===== config.mk =====
export PLATFORM = sky130hd
export DESIGN_NAME = skewed_row_fifo
export DESIGN_NICKNAME = d
export VERILOG_FILES = /design/src/rtl/cnn_pkg.sv /design/src/rtl/skew_delay_line.sv /design/src/rtl/skewed_row_fifo.sv
export SDC_FILE = /design/constraint.sdc
export NUM_CORES = 2
export LEC_CHECK = 0
export ABC_AREA = 0
export ABC_CLOCK_PERIOD_IN_PS = 11950
export BUFFER_PORTS_ARGS = -buffer_cell sky130_fd_sc_hd__buf_4
export CORE_MARGIN = 3
export CORE_UTILIZATION = 50
export DETAILED_ROUTE_END_ITERATION = 7
export PLACE_DENSITY = 0.76
export SLEW_MARGIN = 25
export SYNTH_ARGS = -nofsm -noshare
export SYNTH_HDL_FRONTEND = slang
export SYNTH_SLANG_ARGS = --single-unit

===== constraint.sdc =====
create_clock -name clk -period 11.95 [get_ports clk]
set_input_delay 0.5975 -clock clk [delete_from_list [all_inputs] [get_ports clk]]
set_output_delay 0.5975 -clock clk [all_outputs]
set_load 0.02 [all_outputs]

===== src/rtl/cnn_pkg.sv =====
// Shared constants and row helpers for the CNN row datapath.
// A row is array_size words packed LSB-first: word k sits at [k*DATA_SIZE +: DATA_SIZE].
package cnn_pkg;

    localparam int ARRAY_SIZE = 9;
    localparam int DATA_SIZE  = 16;

    typedef logic [DATA_SIZE-1:0]            word_t;
    typedef logic [ARRAY_SIZE*DATA_SIZE-1:0] row_t;

    function automatic word_t row_word(input row_t row, input int unsigned k);
        return row[k*DATA_SIZE +: DATA_SIZE];
    endfunction

endpackage


===== src/rtl/skew_delay_line.sv =====
// One systolic lane: `delay` shift stages of {valid, word} followed by an output register,
// so total latency from in_* to out_* is delay+1 cycles.
module skew_delay_line
    import cnn_pkg::*;
#(
    parameter int data_size = DATA_SIZE,
    parameter int delay     = 0
) (
    input  logic                 clk,
    input  logic                 rst_n,
    input  logic                 clr,
    input  logic                 in_vld,
    input  logic [data_size-1:0] in_word,
    output logic                 out_vld,
    output logic [data_size-1:0] out_word
);

    logic [data_size:0] tail_s;

    if (delay == 0) begin : g_direct
        assign tail_s = {in_vld, in_word};
    end else begin : g_pipe
        logic [data_size:0] stage_r [delay];

        // Shift {valid, word} one stage per cycle; clr empties the lane.
        always_ff @(posedge clk or negedge rst_n) begin
            if (!rst_n) begin
                for (int i = 0; i < delay; i++) begin
                    stage_r[i] <= {(data_size+1){1'b0}};
                end
            end else if (clr) begin
                for (int i = 0; i < delay; i++) begin
                    stage_r[i] <= {(data_size+1){1'b0}};
                end
            end else begin
                stage_r[0] <= {in_vld, in_word};
                for (int i = 1; i < delay; i++) begin
                    stage_r[i] <= stage_r[i-1];
                end
            end
        end

        assign tail_s = stage_r[delay-1];
    end

    // Output register: lane outputs are always flop-driven.
    always_ff @(posedge clk or negedge rst_n) begin
        if (!rst_n) begin
            out_vld  <= 1'b0;
            out_word <= {data_size{1'b0}};
        end else if (clr) begin
            out_vld  <= 1'b0;
            out_word <= {data_size{1'b0}};
        end else begin
            out_vld  <= tail_s[data_size];
            out_word <= tail_s[data_size-1:0];
        end
    end

endmodule


===== src/rtl/skewed_row_fifo.sv =====
// Row FIFO feeding one row-buffer mux input; rows leave diagonally skewed so that
// lane k of a row read in cycle t appears in cycle t+1+k at the systolic array edge.
module skewed_row_fifo
    import cnn_pkg::*;
#(
    parameter  int array_size = ARRAY_SIZE,
    parameter  int data_size  = DATA_SIZE,
    parameter  int depth      = 16,
    localparam int ptr_w      = $clog2(depth)
) (
    input  logic                            clk,
    input  logic                            rst_n,
    input  logic                            flush,
    input  logic                            wr_valid,
    output logic                            wr_ready,
    input  logic [data_size*array_size-1:0] wr_data,
    input  logic                            rd_en,
    output logic [data_size*array_size-1:0] out_data,
    output logic [array_size-1:0]           out_lane_vld,
    output logic [ptr_w:0]                  count,
    output logic                            empty,
    output logic                            full
);

    localparam logic [ptr_w-1:0] ptr_zero = {ptr_w{1'b0}};
    localparam logic [ptr_w-1:0] ptr_one  = ptr_w'(1);
    localparam logic [ptr_w:0]   cnt_zero = {(ptr_w+1){1'b0}};
    localparam logic [ptr_w:0]   cnt_one  = (ptr_w+1)'(1);
    localparam logic [ptr_w:0]   cnt_full = (ptr_w+1)'(depth);

    logic [data_size*array_size-1:0] mem_r [depth];
    logic [ptr_w-1:0]                wr_ptr_r;
    logic [ptr_w-1:0]                rd_ptr_r;
    logic [ptr_w:0]                  count_r;
    logic                            empty_r;
    logic                            full_r;

    logic                            wr_acc_s;
    logic                            rd_acc_s;
    logic [ptr_w:0]                  count_nxt_s;
    logic [data_size*array_size-1:0] rd_row_s;

    // Handshake acceptance and next occupancy; flush overrides both ports.
    always_comb begin
        wr_acc_s    = wr_valid && !full_r && !flush;
        rd_acc_s    = rd_en && !empty_r && !flush;
        count_nxt_s = count_r;
        if (flush) begin
            count_nxt_s = cnt_zero;
        end else if (wr_acc_s && !rd_acc_s) begin
            count_nxt_s = count_r + cnt_one;
        end else if (rd_acc_s && !wr_acc_s) begin
            count_nxt_s = count_r - cnt_one;
        end else begin
            count_nxt_s = count_r;
        end
    end

    // Pointers and registered status; flags come from next count so they track count exactly.
    always_ff @(posedge clk or negedge rst_n) begin
        if (!rst_n) begin
            wr_ptr_r <= ptr_zero;
            rd_ptr_r <= ptr_zero;
            count_r  <= cnt_zero;
            empty_r  <= 1'b1;
            full_r   <= 1'b0;
        end else if (flush) begin
            wr_ptr_r <= ptr_zero;
            rd_ptr_r <= ptr_zero;
            count_r  <= cnt_zero;
            empty_r  <= 1'b1;
            full_r   <= 1'b0;
        end else begin
            if (wr_acc_s) begin
                wr_ptr_r <= wr_ptr_r + ptr_one;
            end
            if (rd_acc_s) begin
                rd_ptr_r <= rd_ptr_r + ptr_one;
            end
            count_r <= count_nxt_s;
            empty_r <= (count_nxt_s == cnt_zero);
            full_r  <= (count_nxt_s == cnt_full);
        end
    end

    // Row storage: contents are never reset, only pointers guard what is readable.
    always_ff @(posedge clk) begin
        if (wr_acc_s) begin
            mem_r[wr_ptr_r] <= wr_data;
        end
    end

    // A cycle without an accepted read feeds an all-zero bubble into the skew pipe.
    always_comb begin
        if (rd_acc_s) begin
            rd_row_s = mem_r[rd_ptr_r];
        end else begin
            rd_row_s = {(data_size*array_size){1'b0}};
        end
    end

    for (genvar k = 0; k < array_size; k++) begin : g_lane
        skew_delay_line #(
            .data_size (data_size),
            .delay     (k)
        ) u_line (
            .clk      (clk),
            .rst_n    (rst_n),
            .clr      (flush),
            .in_vld   (rd_acc_s),
            .in_word  (rd_row_s[k*data_size +: data_size]),
            .out_vld  (out_lane_vld[k]),
            .out_word (out_data[k*data_size +: data_size])
        );
    end

    assign wr_ready = !full_r;
    assign count    = count_r;
    assign empty    = empty_r;
    assign full     = full_r;

endmodule


==> Word level (Yosys, flattened, before mapping) <==
Memories as Yosys holds them, arrays and structs flattened.
Cells that the tools add are included.
{ "word_totals": {"ff_bits": 780, "latchBits": 0, "ram_bits": 2304, "romBits": 0, "elab_cells": 118, "n_memories": 1} }
{ "op_classes": {"n_addsub": 4, "n_mul": 0, "div": 0, "order_cmp": 0, "n_eq_ne": 1, "n_shift": 0, "muxes": 39, "bitwise_logic": 0, "n_reduce_logical": 14} }
{ "mem_list": {"columns": ["memory", "words", "width", "rd", "rd_ports_with_merged_regs", "wr", "line", "source"], "rows": [
  ["mem_r", 16, 144, 1, 0, 1, "skewed_row_fifo.sv:31", "logic [data_size*array_size-1:0] mem_r [depth];"]
]} }
{ "op_table": {"columns": ["op", "n"], "rows": [
  ["$mux 144", 1],
  ["$mux 16", 9],
  ["$mux 136", 1],
  ["$mux 119", 1],
  ["$mux 102", 1],
  ["$mux 85", 1],
  ["$mux 68", 1],
  ["$mux 51", 1],
  ["$mux 34", 1],
  ["$mux 5", 4],
  ["$mux 17", 1],
  ["$mux 4", 4],
  ["$mux 1", 13],
  ["$add 4x1->4 const B", 2],
  ["$logic_and 1x1->1", 6],
  ["$add 5x1->5 const B", 1],
  ["$eq 5x5->1 const B", 1],
  ["$logic_not 1->1", 5],
  ["$logic_not 5->1", 1],
  ["$sub 5x1->5 const B", 1],
  ["$reduce_bool 2->1", 2]
]} }

==> Logic depth before layout (Yosys ltp) <==
{ "depth": {"word_depth": 10, "depth_mapped": 7} }

==> By module <==
From an unflattened synthesis, not the netlist that was laid out.
{ "hier_totals": {"cells_unflattened": 5232, "area_unflattened_um2": 112928.3} }
{ "modules_own_cells": {"columns": ["mod", "instances", "cells_per_inst", "area_each_um2"], "rows": [
  ["skewed_row_fifo", 1, 3621, 87929.3],
  ["skew_delay_line at g_lane[8].u_line", 1, 323, 5367.6],
  ["skew_delay_line at g_lane[7].u_line", 1, 287, 4360.4],
  ["skew_delay_line at g_lane[6].u_line", 1, 251, 3816.2],
  ["skew_delay_line at g_lane[5].u_line", 1, 215, 3251.9],
  ["skew_delay_line at g_lane[4].u_line", 1, 179, 2737.6],
  ["skew_delay_line at g_lane[3].u_line", 1, 143, 2177.1],
  ["skew_delay_line at g_lane[2].u_line", 1, 107, 1620.3],
  ["skew_delay_line at g_lane[1].u_line", 1, 71, 1107.3],
  ["skew_delay_line at g_lane[0].u_line", 1, 35, 560.5]
]} }

==> Worst setup path after synthesis <==
No wires, ideal clock.
{ "synth_path": {"path_type": "input to register", "from": "input flush", "to": "memory mem_r[0][0] (netlist name), enable pin", "setup_ns": 0.824, "arrival_time_ns": 11.136, "required_time_ns": 11.126, "setup_slack_ns": -0.010, "stages": 4, "path_buffers": 2, "cell_sequence": "clkbuf_1 > buf_2 > or3b_2 > nor3_1"} }
{ "synth_via": {"elab_chain_cells": 4} }
{ "synth_rtl": {"columns": ["element", "line", "source"], "rows": [
  ["start, declared", "skewed_row_fifo.sv:13", "input logic flush,"],
  ["$logic_not 1->1", "skewed_row_fifo.sv:45", "wr_acc_s = wr_valid && !full_r && !flush;"],
  ["$logic_and 1x1->1", "skewed_row_fifo.sv:45", null],
  ["$mux 1", "skewed_row_fifo.sv:88", "if (wr_acc_s) begin"],
  ["$mux 1 (implied by the code)", "skewed_row_fifo.sv:89", "mem_r[wr_ptr_r] <= wr_data;"],
  ["end, declared", "skewed_row_fifo.sv:31", null]
]} }
No other way between the ends.

==> Worst setup path after layout <==
{ "layout_path": {"from": "register full_r (netlist: full)", "to": "memory mem_r[7][110] (netlist name), enable pin"} }
{ "layout_via": {"elab_chain_cells": 5} }
{ "layout_rtl": {"columns": ["element", "line", "source"], "rows": [
  ["start, declared", "skewed_row_fifo.sv:36", "logic full_r;"],
  ["start signal, assigned", "skewed_row_fifo.sv:82", "full_r <= (count_nxt_s == cnt_full);"],
  ["$logic_not 1->1", "skewed_row_fifo.sv:45", null],
  ["$logic_and 1x1->1 (2 in a row)", "skewed_row_fifo.sv:45", null],
  ["$mux 1", "skewed_row_fifo.sv:88", null],
  ["$mux 1 (implied by the code)", "skewed_row_fifo.sv:89", null]
]} }
No other way between the ends.

==> tab_implementation.tex <==
\begin{tabular}{lr}
\hline
Metric & Value \\
\hline
\multicolumn{2}{l}{\textbf{Outcome}} \\
Status & finished clean \\
\multicolumn{2}{l}{\textbf{Route}} \\
First-iteration detailed-routing DRC count & 4,917 \\
Met2 routed wirelength & 121 mm \\
Sum of routed wire segments on met1 & 91.9 mm \\
Via density & 5.81 \\
Detail Route met3 WL & 17.0 mm \\
Total via count after detailed routing & 50,561 \\
Initial DRT Pass Iterations & 5 \\
Routed WL & 237 mm \\
Number of nets still failing antenna checks after routing & 0 \\
Top layer in use & met5 \\
DR WL/cell & 27.2 um \\
Residual DRC count & 0 \\
\multicolumn{2}{l}{\textbf{STA}} \\
Highest attainable clock frequency & 0.218 GHz \\
Final count of negative-setup-slack endpoints & 0 \\
Setup TNS after final layout & 0 ns \\
Period Utilization, post-route & 38.3\% \\
Worst slew margin relative to its limit & 28.3\% \\
Hold Violations, Final & 0 \\
Final clock skew & 0.0702 ns \\
Max-slew violation count & 0 \\
Unrepaired setup endpoints after global routing & false \\
Measured slew at the worst slew-check pin & 1.08 ns \\
Minimum period implied by the final worst setup slack & 4.58 ns \\
\multicolumn{2}{l}{\textbf{Synthesis}} \\
Distinct cell type count of the synthesized netlist & 38 \\
Post-synthesis sequential area ratio & 79.6\% \\
Fraction of post-synthesis cell area in the top cell type by area & 62.8\% \\
Post-synth top area cell & sky130\_fd\_sc\_hd\_\_edfxtp\_1 \\
Post-Synthesis Net Count & 5,168 \\
Post-Syn Instances & 5,012 \\
Synthesized area divided by synthesized cell count & 22.0 um2 \\
Top cells by area, synth & sky130\_fd\_sc\_hd\_\_edfxtp\_1 63\%, sky130\_fd\_sc\_hd\_\_dfrtp\_1 17\%, sky130\_fd\_sc\_hd\_\_mux4\_2 12\%, sky130\_fd\_sc\_hd\_\_nor2b\_1 3.3\%, sky130\_fd\_sc\_hd\_\_mux2i\_1 2.6\% \\
Post-synthesis cell area & 110,000 um2 \\
FF+latch count, synth & 3,048 \\
Yosys warning count & 0 \\
\multicolumn{2}{l}{\textbf{Placed design}} \\
Detailed placer's ending HPWL & 114 mm \\
IO buf count & 309 \\
Weighted congestion reported at the end of routability-driven placement & 0.722 \\
\multicolumn{2}{l}{\textbf{Worst setup path}} \\
CP startpoint kind & register \\
Crit-path max FO & 51 \\
Arrival time at the worst endpoint & 5.07 ns \\
WP data required & 12.44 ns \\
Category of the most critical setup path & reg -> reg \\
Worst Setup End Kind & register \\
\multicolumn{2}{l}{\textbf{Cells and area}} \\
Final core utilization & 58.3\% \\
Layout cell share with drive strength beyond 1 & 24.5\% \\
Final nets & 5,750 \\
Area taken by multi-input logic gates & 21,100 um2 \\
Area growth from synthesis to layout & 15.4\% \\
Fill count & 15,158 \\
Storage cell area & 87,800 um2 \\
\multicolumn{2}{l}{\textbf{Clock tree}} \\
Skew-Pair Late Insertion Delay & 0.94 ns \\
Number of buffers inserted during clock tree synthesis & 316 \\
Buffers inserted during post-CTS setup optimization & 0 \\
TritonCTS clock tree & yes \\
Quantity of gates resized following cts & 0 \\
H-tree levels & 5 \\
Bufs on Longest Clock Path & 4 \\
Clock-pin slew reported for the worst setup and hold paths after clock tree synthesis & 0.06 ns \\
Number of sinks driven by the clock tree & 3,048 \\
CTS root buf & sky130\_fd\_sc\_hd\_\_clkbuf\_16 \\
\multicolumn{2}{l}{\textbf{Floorplanning}} \\
Num ports & 310 \\
Floorplan die width & 476 um \\
Total Die Area & 226,000 um2 \\
Starting density of the core & 50.5\% \\
Area of the core & 218,000 um2 \\
FP Rows & 171 \\
Vert. Die Dim & 476 um \\
\multicolumn{2}{l}{\textbf{GRT}} \\
Global-route wire length before repair & 353 mm \\
Largest net degree at the start of global routing & 152 \\
Vias in the first global route & 53,280 \\
Total global routing overflow & 0 \\
Initial antenna violation count & 38 \\
All-Layer GR Usage & 21.2\% \\
\multicolumn{2}{l}{\textbf{Worst hold path}} \\
Class of the worst hold path & in -> reg \\
\multicolumn{2}{l}{\textbf{Power and ir drop}} \\
Power per cell area & 182 nW/um2 \\
Leak & 44.0 nW \\
Peak supply drop & 162 uV \\
\multicolumn{2}{l}{\textbf{Run}} \\
Max Cap Violations & 0 \\
\hline
\end{tabular}
what timing repair did:
| action | CTS | global route |
|---|---|---|
| hold endpoints to repair | 2411 | 0 |
| endpoints found under the setup margin | 0 | 0 |
| hold buffers | 145 | 0 |
worst max-delay path, cell delays in order (launching register included):
cell	delay, ns
sky130_fd_sc_hd__dfrtp_1	0.40
sky130_fd_sc_hd__nor2b_1	0.77
sky130_fd_sc_hd__nand2_1	0.38
sky130_fd_sc_hd__nor3_1	0.49
sky130_fd_sc_hd__and2_4	0.46
sky130_fd_sc_hd__buf_4	0.67
sky130_fd_sc_hd__buf_4	0.89
sequential cells by signal, indices dropped and copies added (netlist names):
name and cells:
mem_r 2304, count 5, g_lane.u_line.out_word 144, g_lane.u_line.g_pipe.stage_r 464, g_lane.u_line.out_vld 9, g_lane.u_line.tail_s 112
wr_ptr_r 4, full 1, empty 1, rd_ptr_r 4
metal layers:
metal  up-vias  track usage [%]
met1     27045             28.5
li1      20984                -
met5         -                0
met2      2023             35.2
met4        22             7.04
met3       487             4.03
area by class of cell:
| type | instances | area share (%) |
|---|---|---|
| diodes | 13 | 0.0256 |
| clock inverters | 118 | 0.926 |
| clock buffers | 441 | 6.96 |
| well taps | 2854 | 2.81 |
| multi-input cells | 1688 | 16.6 |
| flip-flops and latches | 3048 | 69.0 |
| repair buffers | 535 | 3.68 |
| inverters | 5 | 0.0147 |
cell usage in the layout (no fill, tap or decap), types with 17 or more instances in the layout:
master                          netlist  final
sky130_fd_sc_hd__clkbuf_1           126     87
sky130_fd_sc_hd__edfxtp_1          2304   2304
sky130_fd_sc_hd__mux2i_1            288    288
sky130_fd_sc_hd__bufinv_16            0     22
sky130_fd_sc_hd__nor2b_1            588    588
sky130_fd_sc_hd__mux4_2             576    576
sky130_fd_sc_hd__o22ai_1            144    144
sky130_fd_sc_hd__buf_12               0     17
sky130_fd_sc_hd__clkbuf_16            0    325
sky130_fd_sc_hd__clkbuf_8             0     29
sky130_fd_sc_hd__dlygate4sd3_1        0    145
sky130_fd_sc_hd__clkinv_1             0     33
sky130_fd_sc_hd__clkinv_2             0     46
sky130_fd_sc_hd__buf_4               54    364
sky130_fd_sc_hd__dfrtp_1            743    740
metrics by stage:
stage	worst slack (ns)	hold WS, ns	cells	power (mW)	instance area, um2
floorplan	0.253	0.302	5012	13.4	110000
global placement	7.17	0.440	7982	13.8	116000
detailed placement	7.15	0.446	7982	13.9	116000
CTS	7.37	0.145	8686	23.4	127000
global route	7.11	0.204	8695	24.0	127000
finish	7.37	0.163	8702	23.2	127000
cells in the mapped netlist, drive strengths merged:
library cell	instances
and4b	1
a21oi	4
nor3	6
nor2b	588
mux4	576
o21ai	1
clkbuf	126
nand2	11
a311oi	1
nor2	15
xor2	4
edfxtp	2304
a21o	1
dfstp	1
nand2b	3
a31oi	2
nor4	1
and2	12
dfrtp	743
mux2i	288
nand4	3
or3b	1
mux2	2
a211oi	2
o21a	1
o22ai	144
nor3b	1
or3	2
xnor2	4
inv	5
nand3b	1
nand3	5
ha	7
buf	145
a2bb2oi	1
kinds of logic (layout without fill, tap and decap cells):
| logic type | after synthesis | count (layout) | share of synthesized area, % |
|---|---|---|---|
| other cells | 0 | 13 | 0 |
| buf+inv | 276 | 1099 | 1.29 |
| flops | 3048 | 3048 | 79.6 |
| xor+xnor | 8 | 8 | 0.0635 |
| compound gates | 157 | 157 | 0.894 |
| mux | 866 | 866 | 14.4 |
| simple gates | 650 | 650 | 3.62 |
| fa+ha+maj | 7 | 7 | 0.0794 |
power by group:
group / total (mW) / switching [mW] / internal (mW) / leakage [nW]
logic: 2.01 / 1.01 / 1.00 / 7.95
clock network: 9.51 / 3.87 / 5.64 / 4.91
registers: 11.7 / 0.0905 / 11.6 / 31.1
final timing paths:
| path | startpoint | slack [ns] | cells after the start | end |
|---|---|---|---|---|
| worst max-delay path | full | 7.37 | 6 | mem_r[7][110] |
| worst min-delay path | flush | 0.16 | 2 | g_lane[5].u_line.out_vld |
| worst max register to register | full | 7.37 | 6 | mem_r[7][110] |
| worst min register to register | g_lane[8].u_line.g_pipe.stage_r[116] | 0.44 | 1 | g_lane[8].u_line.g_pipe.stage_r[99] |
| max in group asynchronous | rst_n | 8.88 | 5 | rd_ptr_r[0] |
| min in group asynchronous | rst_n | 0.34 | 2 | g_lane[5].u_line.g_pipe.stage_r[41] |
(Power assumes the default switching activity.)
